**src/rtl/mole_round_ctrl_pkg.sv**
```systemverilog
// Shared definitions for the whack-a-mole round controller: state encoding, LFSR taps, default timing.
// Latency: n/a (types, constants and one pure function only).
// Backpressure: n/a.
package mole_round_ctrl_pkg;

   // Round states; the encoding is visible to the display stage, so it is fixed
   typedef enum logic [1:0] {
      ST_IDLE = 2'd0,
      ST_GAP  = 2'd1,
      ST_UP   = 2'd2,
      ST_DONE = 2'd3
   } state_t;

   // Fibonacci taps 8,6,5,4 expressed as bit positions 7,5,4,3
   localparam logic [7:0] LFSR_TAPS = 8'hB8;

   localparam int         DEF_NUM_MOLES  = 4;
   localparam int         DEF_MOLE_TICKS = 3;
   localparam int         DEF_GAP_TICKS  = 1;
   localparam int         DEF_SCORE_W    = 7;
   localparam int         DEF_SCORE_MAX  = 99;
   localparam logic [7:0] DEF_LFSR_SEED  = 8'hA5;
   localparam int         DEF_MAX_MISSES = 3;

   // Miss counter width; it saturates at all ones
   localparam int         MISS_W         = 4;

   // One step of the 8-bit Fibonacci LFSR: shift left, feedback into bit 0
   function automatic logic [7:0] lfsr_next(input logic [7:0] s);
      return {s[6:0], ^(s & LFSR_TAPS)};
   endfunction

endpackage

```
**src/rtl/mole_round_ctrl_btn_sync_edge.sv**
```systemverilog
// Button front end: per-bit 2-flop synchronizer followed by a rising-edge detector.
// Latency: press_o pulses for one clk, 2 clk edges after btn_i rises (judged at the 3rd edge).
// Backpressure: none; every rising edge produces exactly one pulse.
module mole_round_ctrl_btn_sync_edge #(
   parameter int W = 4
) (
   input  logic         clk,
   input  logic         rst_n,
   input  logic [W-1:0] btn_i,
   output logic [W-1:0] press_o
);

   logic [W-1:0] sync1_q;
   logic [W-1:0] sync2_q;
   logic [W-1:0] prev_q;

   // Two-stage synchronizer plus one delayed copy for edge detection
   always_ff @(posedge clk or negedge rst_n) begin
      if (!rst_n) begin
         sync1_q <= '0;
         sync2_q <= '0;
         prev_q  <= '0;
      end else begin
         sync1_q <= btn_i;
         sync2_q <= sync1_q;
         prev_q  <= sync2_q;
      end
   end

   assign press_o = sync2_q & ~prev_q;

endmodule

```
**src/rtl/mole_round_ctrl.sv**
```systemverilog
// Whack-a-mole round controller: lights a pseudo-random mole per slot, judges presses, keeps score/misses.
// Latency: mole lights on the edge of the GAP_TICKS-th gap tick; a hit is scored 3 clk after the button rises.
// Backpressure: none; game_begin low in GAP/UP ends the round. Optional LIVES_EN macro adds a miss limit.
module mole_round_ctrl
   import mole_round_ctrl_pkg::*;
#(
   parameter int         NUM_MOLES  = DEF_NUM_MOLES,
   parameter int         MOLE_TICKS = DEF_MOLE_TICKS,
   parameter int         GAP_TICKS  = DEF_GAP_TICKS,
   parameter int         SCORE_W    = DEF_SCORE_W,
   parameter int         SCORE_MAX  = DEF_SCORE_MAX,
   parameter logic [7:0] LFSR_SEED  = DEF_LFSR_SEED,
   parameter int         MAX_MISSES = DEF_MAX_MISSES
) (
   input  logic                 clk,
   input  logic                 reset,
   input  logic                 tick,
   input  logic                 game_begin,
   input  logic [NUM_MOLES-1:0] btn,
   output logic [NUM_MOLES-1:0] mole,
   output logic [SCORE_W-1:0]   score,
   output logic [MISS_W-1:0]    misses,
   output logic                 hit_pulse,
   output logic                 round_active,
   output logic                 game_over
);

   localparam int IDX_W   = $clog2(NUM_MOLES);
   localparam int CNT_MAX = (MOLE_TICKS > GAP_TICKS) ? MOLE_TICKS : GAP_TICKS;
   localparam int CNT_W   = $clog2(CNT_MAX + 1);

   // Elaboration-time parameter sanity
   if (NUM_MOLES < 2 || NUM_MOLES > 8 || (NUM_MOLES & (NUM_MOLES - 1)) != 0) begin : g_chk_moles
      $error("mole_round_ctrl: NUM_MOLES must be a power of 2 in 2..8");
   end
   if (MOLE_TICKS < 1 || GAP_TICKS < 1) begin : g_chk_ticks
      $error("mole_round_ctrl: MOLE_TICKS and GAP_TICKS must be at least 1");
   end
   if (SCORE_MAX >= (1 << SCORE_W)) begin : g_chk_score
      $error("mole_round_ctrl: SCORE_MAX does not fit in SCORE_W bits");
   end
   if (MAX_MISSES < 1 || MAX_MISSES > 15) begin : g_chk_lives
      $error("mole_round_ctrl: MAX_MISSES must be in 1..15");
   end

   state_t               state_q;
   logic [7:0]           lfsr_q;
   logic                 gb_q;
   logic [CNT_W-1:0]     cnt_q;
   logic [IDX_W-1:0]     idx_q;
   logic [NUM_MOLES-1:0] mole_q;
   logic [SCORE_W-1:0]   score_q;
   logic [MISS_W-1:0]    misses_q;
   logic                 hit_pulse_q;
`ifdef LIVES_EN
   logic                 game_over_q;
`endif

   logic [NUM_MOLES-1:0] press;
   logic [IDX_W-1:0]     cand;
   logic [IDX_W-1:0]     idx_d;
   logic [NUM_MOLES-1:0] idx_mask;
   logic                 gb_rise;
   logic                 hit;
   logic                 wrong;
   logic                 gap_done;
   logic                 up_timeout;
   logic [SCORE_W-1:0]   score_inc;
   logic [MISS_W-1:0]    misses_inc;

   mole_round_ctrl_btn_sync_edge #(
      .W (NUM_MOLES)
   ) u_btn (
      .clk     (clk),
      .rst_n   (reset),
      .btn_i   (btn),
      .press_o (press)
   );

   // Event decode: mole pick, press classification, tick terminal counts, saturating increments
   always_comb begin
      cand       = lfsr_q[IDX_W-1:0];
      idx_d      = (cand == idx_q) ? cand + IDX_W'(1) : cand;
      idx_mask   = NUM_MOLES'(1) << idx_q;
      gb_rise    = game_begin & ~gb_q;
      hit        = |(press & idx_mask);
      wrong      = |(press & ~idx_mask);
      gap_done   = tick && (cnt_q == CNT_W'(GAP_TICKS - 1));
      up_timeout = tick && (cnt_q == CNT_W'(MOLE_TICKS - 1));
      score_inc  = (score_q >= SCORE_W'(SCORE_MAX)) ? score_q : score_q + SCORE_W'(1);
      misses_inc = (misses_q == '1) ? misses_q : misses_q + MISS_W'(1);
   end

   // Round FSM with LFSR, tick counter and registered outputs
   always_ff @(posedge clk or negedge reset) begin
      if (!reset) begin
         state_q     <= ST_IDLE;
         lfsr_q      <= LFSR_SEED;
         gb_q        <= 1'b0;
         cnt_q       <= '0;
         idx_q       <= '0;
         mole_q      <= '0;
         score_q     <= '0;
         misses_q    <= '0;
         hit_pulse_q <= 1'b0;
`ifdef LIVES_EN
         game_over_q <= 1'b0;
`endif
      end else begin
         gb_q        <= game_begin;
         lfsr_q      <= lfsr_next(lfsr_q);
         hit_pulse_q <= 1'b0;
         case (state_q)
            ST_IDLE, ST_DONE: begin
               mole_q <= '0;
               if (gb_rise) begin
                  score_q  <= '0;
                  misses_q <= '0;
                  cnt_q    <= '0;
                  state_q  <= ST_GAP;
`ifdef LIVES_EN
                  game_over_q <= 1'b0;
`endif
               end
            end
            ST_GAP: begin
               mole_q <= '0;
               if (!game_begin) begin
                  cnt_q   <= '0;
                  state_q <= ST_DONE;
`ifdef LIVES_EN
               end else if (misses_q >= MISS_W'(MAX_MISSES)) begin
                  cnt_q       <= '0;
                  state_q     <= ST_DONE;
                  game_over_q <= 1'b1;
`endif
               end else if (tick) begin
                  if (gap_done) begin
                     idx_q   <= idx_d;
                     mole_q  <= NUM_MOLES'(1) << idx_d;
                     cnt_q   <= '0;
                     state_q <= ST_UP;
                  end else begin
                     cnt_q <= cnt_q + CNT_W'(1);
                  end
               end
            end
            ST_UP: begin
               if (!game_begin) begin
                  // Round ended by the begin controller; a same-cycle hit is dropped
                  mole_q  <= '0;
                  cnt_q   <= '0;
                  state_q <= ST_DONE;
`ifdef LIVES_EN
               end else if (misses_q >= MISS_W'(MAX_MISSES)) begin
                  mole_q      <= '0;
                  cnt_q       <= '0;
                  state_q     <= ST_DONE;
                  game_over_q <= 1'b1;
`endif
               end else if (hit) begin
                  // A correct press masks wrong presses and the timeout in the same cycle
                  score_q     <= score_inc;
                  hit_pulse_q <= 1'b1;
                  mole_q      <= '0;
                  cnt_q       <= '0;
                  state_q     <= ST_GAP;
               end else begin
                  if (wrong || up_timeout) begin
                     misses_q <= misses_inc;
                  end
                  if (up_timeout) begin
                     mole_q  <= '0;
                     cnt_q   <= '0;
                     state_q <= ST_GAP;
                  end else if (tick) begin
                     cnt_q <= cnt_q + CNT_W'(1);
                  end
               end
            end
            default: begin
               mole_q  <= '0;
               cnt_q   <= '0;
               state_q <= ST_IDLE;
            end
         endcase
      end
   end

   assign mole         = mole_q;
   assign score        = score_q;
   assign misses       = misses_q;
   assign hit_pulse    = hit_pulse_q;
   assign round_active = (state_q == ST_GAP) || (state_q == ST_UP);
`ifdef LIVES_EN
   assign game_over    = game_over_q;
`else
   assign game_over    = 1'b0;
`endif

endmodule

```
**config.mk**
```make
export PLATFORM = sky130hd
export DESIGN_NAME = mole_round_ctrl
export DESIGN_NICKNAME = d
export VERILOG_FILES = /design/src/rtl/mole_round_ctrl_pkg.sv /design/src/rtl/mole_round_ctrl_btn_sync_edge.sv /design/src/rtl/mole_round_ctrl.sv
export SDC_FILE = /design/constraint.sdc
export NUM_CORES = 1
export LEC_CHECK = 0
export ABC_CLOCK_PERIOD_IN_PS = 4350
export CAP_MARGIN = 20
export CORE_AREA = 5 5 88 90
export DETAILED_ROUTE_END_ITERATION = 8
export DIE_AREA = 0 0 93 95
export GPL_TIMING_DRIVEN = 0
export RECOVER_POWER = 25
export SLEW_MARGIN = 5
export SYNTH_ARGS = -nofsm -noshare
export SYNTH_HDL_FRONTEND = slang
export SYNTH_SLANG_ARGS = --single-unit
```
**constraint.sdc**
```tcl
create_clock -name clk -period 4.35 [get_ports clk]
set_input_delay 1.0875 -clock clk [delete_from_list [all_inputs] [get_ports clk]]
set_output_delay 1.0875 -clock clk [all_outputs]
set_load 0.005 [all_outputs]
```
==> metrics.md <==
| Metric | Value |
|---|---|
| Syn_area_per_cell | `between 10 and 15 µm²` |
| Complex-gate fraction of the synthesized area | `between 10% and 20%` |
| Synth Area in Simple Gates | `roughly 16%` |
| Slew Limit Fails | `0` |
| Ys flop type | `dfrtp_1` |
| Met3 global-route usage | `approximately 3.3%` |
| Worst-margin pin slew | `around 0.9 ns` |
| XOR/XNOR Fraction of Synth Area | `2.20%` |
| Clk slew on worst S/H paths | `about 0.090 ns` |
| Post-CTS setup buffers | `0` |
| Final setup viols | `0` |
| Register area share after synthesis | `54.3%` |
| Final period util | `roughly two thirds` |
| Commonest non-fill, non-tap cell in the layout | `dfrtp_1` |
| Hold Path Class | `reg -> reg` |
| HPWL after DPL | `2770 µm` |
| CP max FO | `10` |
| Remaining DRCs | `0` |
| Critical R2R Capture | `misses[3]$_DFFE_PN0P_` |
| N_diodes | `0` |
| CTS tree | `built` |
| Hold Crit Start | `u_btn.sync1_q[3]$_DFF_PN0_` |
| Area growth, synth to finish | `23.8%` |
| Cell variety after synth | `between 40 and 50` |
| Initial core utilization | `between 20 and 30%` |
| Unrepaired setup endpoints after global routing | `false` |
| Worst Setup Path Type | `reg -> out` |
| I/O Buffers | `24` |
| Mux contribution to synthesized area | `6.60%` |
| CTS Sinks | `43` |
| Largest net degree at the start of global routing | `30` |
| P_leak | `roughly 1.1 nW` |
| Worst r2r src | `state_q[0]$_DFFE_PN0P_` |
| Hold Slack | `0.354 ns` |
| Total number of vias | `~1400` |
| CTS Hold Buffers Added | `0` |
| WHS Path Cells | `0` |
| Post-route minimum period | `2.84 ns` |
| Met1 Usage GRT | `approximately an eighth` |
| Status | `finished, final reports clean` |
| Resized cells post-CTS | `0` |
| Antenna violations before repair | `0` |
| Die span in x | `a little over 90 µm` |
| TritonCTS Buffers | `5` |
| Synthesized cell area | `around 2000 µm²` |
| Skew-Pair Late Insertion Delay | `around 0.3 ns` |
| Chip Height | `95 µm` |
| GR Util All Layers | `roughly a tenth` |
| Commonest cells after routing, fill and taps aside | `39 x dfrtp_1, 23 x clkdlybuf4s50_1, 19 x nand2_1` |
| Largest family of logic cells by synthesized area | `simple AND/OR/NAND/NOR gates` |
| Routability cong. | `0.803` |
| Worst IR drop on VDD | `between 0.0002 and 0.00025 V` |
| Fmax | `approximately 350 MHz` |
| Max Root-Sink Buffers | `2` |
| Filler cell count | `707` |
| Synthesized Nets | `197` |
| Root Buffer | `clkbuf_8` |
| M2 GR Usage | `between 10 and 15%` |
| Most Crowded Layer GR | `met2` |
| Worst Clk Skew | `approximately 0.0038 ns` |
| Ys async rst share | `100%` |
| Die ar. | `8840 µm²` |
| WL/cell | `between 10 and 15 µm` |
| DR pass1 iterations | `4` |
| Layout cell share with drive strength beyond 1 | `10.2%` |
| Grt total ovfl | `0` |
| Detailed-route vias per instance | `about 4.7` |
| Global-route wire length before repair | `~6700 µm` |
| Syn. warnings | `0` |
| Max Cap Viol | `0` |
| H-tree depth | `2` |
| Fin nets | `about 230` |
| Vias in the first global route | `between 1000 and 1500` |
| Worst Path Required | `about 3.3 ns` |
| Slew margin rel. | `around 40%` |
| Post-route ant nets | `0` |
| Synth Instances | `183` |
| Rows | `31` |
| Adder-Cell Fraction of Synth Area | `3.77%` |
| Hold Vio Cnt, Final | `0` |
| Crit path DAT | `roughly 1.8 ns` |
| I/O pin count | `26` |
| Post-synthesis register bit count | `43` |
| Worst setup EP type | `output pin` |
| Flop-to-flop setup slack | `2.19 ns` |
| Final WL | `between 3000 and 4000 µm` |
| Pwr dens | `487 nW/µm²` |
| DRT iter0 DRCs | `47` |
| Endpoint, Worst Hold | `u_btn.sync2_q[3]$_DFF_PN0_` |
| Worst-case reg-to-reg path depth | `8` |
| Critical path startpoint category | `flop` |
| Final TNS setup | `0 ns` |
| Number of synthesized flops with an enable pin | `0` |
| Core Area | `6980 µm²` |
[registers in the layout (all words and copies together), names as in the netlist]
signal / cells
score: 7
hit_pulse: 1
misses: 4
state_q: 2
lfsr_q: 8
gb_q: 1
mole: 4
idx_q: 2
u_btn.sync1_q: 4
u_btn.sync2_q: 4
cnt_q: 2
u_btn.prev_q: 4
[routing by layer]
metal	routed length [µm]	part of all wire, %
met5	0	0
met1	1990	52
met4	30	0.78
met3	210	5.5
met2	1600	42
[worst max-delay path by stage]
stage	slack, ns	end	cells past startpoint	from
2_1_floorplan	2.09	misses[3]$_DFFE_PN0P_	5	game_begin
3_3_place_gp	1.04	mole[0]$_DFFE_PN0P_	1	reset
3_5_place_dp	1.47	misses[3]$_DFFE_PN0P_	6	game_begin
4_1_cts	1.49	round_active	5	state_q[0]$_DFFE_PN0P_
5_1_grt	1.42	round_active	5	state_q[0]$_DFFE_PN0P_
6_report	1.51	round_active	5	state_q[0]$_DFFE_PN0P_
[critical path: stages (launching register included)]
cell             delay (ns)
dfrtp_1                0.39
inv_1                  0.06
ha_1                   0.28
buf_2                  0.18
inv_1                  0.06
clkdlybuf4s50_1        0.49
[stage by stage]
step	setup WS [ns]	utilization [%]	instance area, µm²	std cells	power (W)
2_1_floorplan	2.09	-	1990	183	0.000757
3_3_place_gp	1.04	33.4	2330	289	0.000881
3_5_place_dp	1.47	33.6	2350	290	0.000886
4_1_cts	1.49	35.3	2460	298	0.00121
5_1_grt	1.42	35.3	2460	298	0.00129
6_report	1.51	35.3	2460	298	0.00120
[final cells by class]
type | instances | area (µm²) | share of cell area, %
sequential | 43 | 1080 | 43.9
multi-input combinational | 124 | 835 | 33.9
timing repair buffer | 25 | 254 | 10.3
tap | 82 | 103 | 4.16
clock buffer | 5 | 68.8 | 2.79
clock inverter | 3 | 47.5 | 1.93
buffer | 7 | 41.3 | 1.68
inverter | 9 | 33.8 | 1.37
[cell families after synthesis]
logic type / count (synthesis)
AND/OR/NAND/NOR: 65
flip-flops: 43
AO/OA/AOI/OAI: 37
buffers and inverters: 16
multiplexers: 10
adder cells (fa/ha/maj): 6
XOR/XNOR: 5
other: 1
[synth_stat cells (2+ instances only)]
library cell  number  area share, %
a21o_1             2           0.75
a21oi_1            9            2.3
a32o_1             2            1.0
and3_1             4            1.3
buf_2              3           0.75
clkbuf_1           2           0.38
dfrtp_1           39             49
dfstp_2            4            5.3
ha_1               6            3.8
inv_1              8            1.5
mux2_1             2            1.1
mux2_2             3            1.7
mux2i_1            3            1.5
mux4_2             2            2.3
nand2_1           19            3.6
nand2b_1           6            1.9
nand3_1            9            2.3
nand4_1            2           0.63
nor2_1            10            1.9
nor2b_1            5            1.6
nor3_1             4            1.0
o21ai_0            9            2.3
o22a_1             4            1.8
xnor2_1            3            1.3
xor2_1             2           0.88
[where the power goes]
part	switching, W	total (W)	internal, W
combinational	0.000221	0.000400	0.000179
clock	0.000150	0.000325	0.000174
sequential	0.0000346	0.000475	0.000440
No activity file was read; power rests on OpenSTA's default activity.
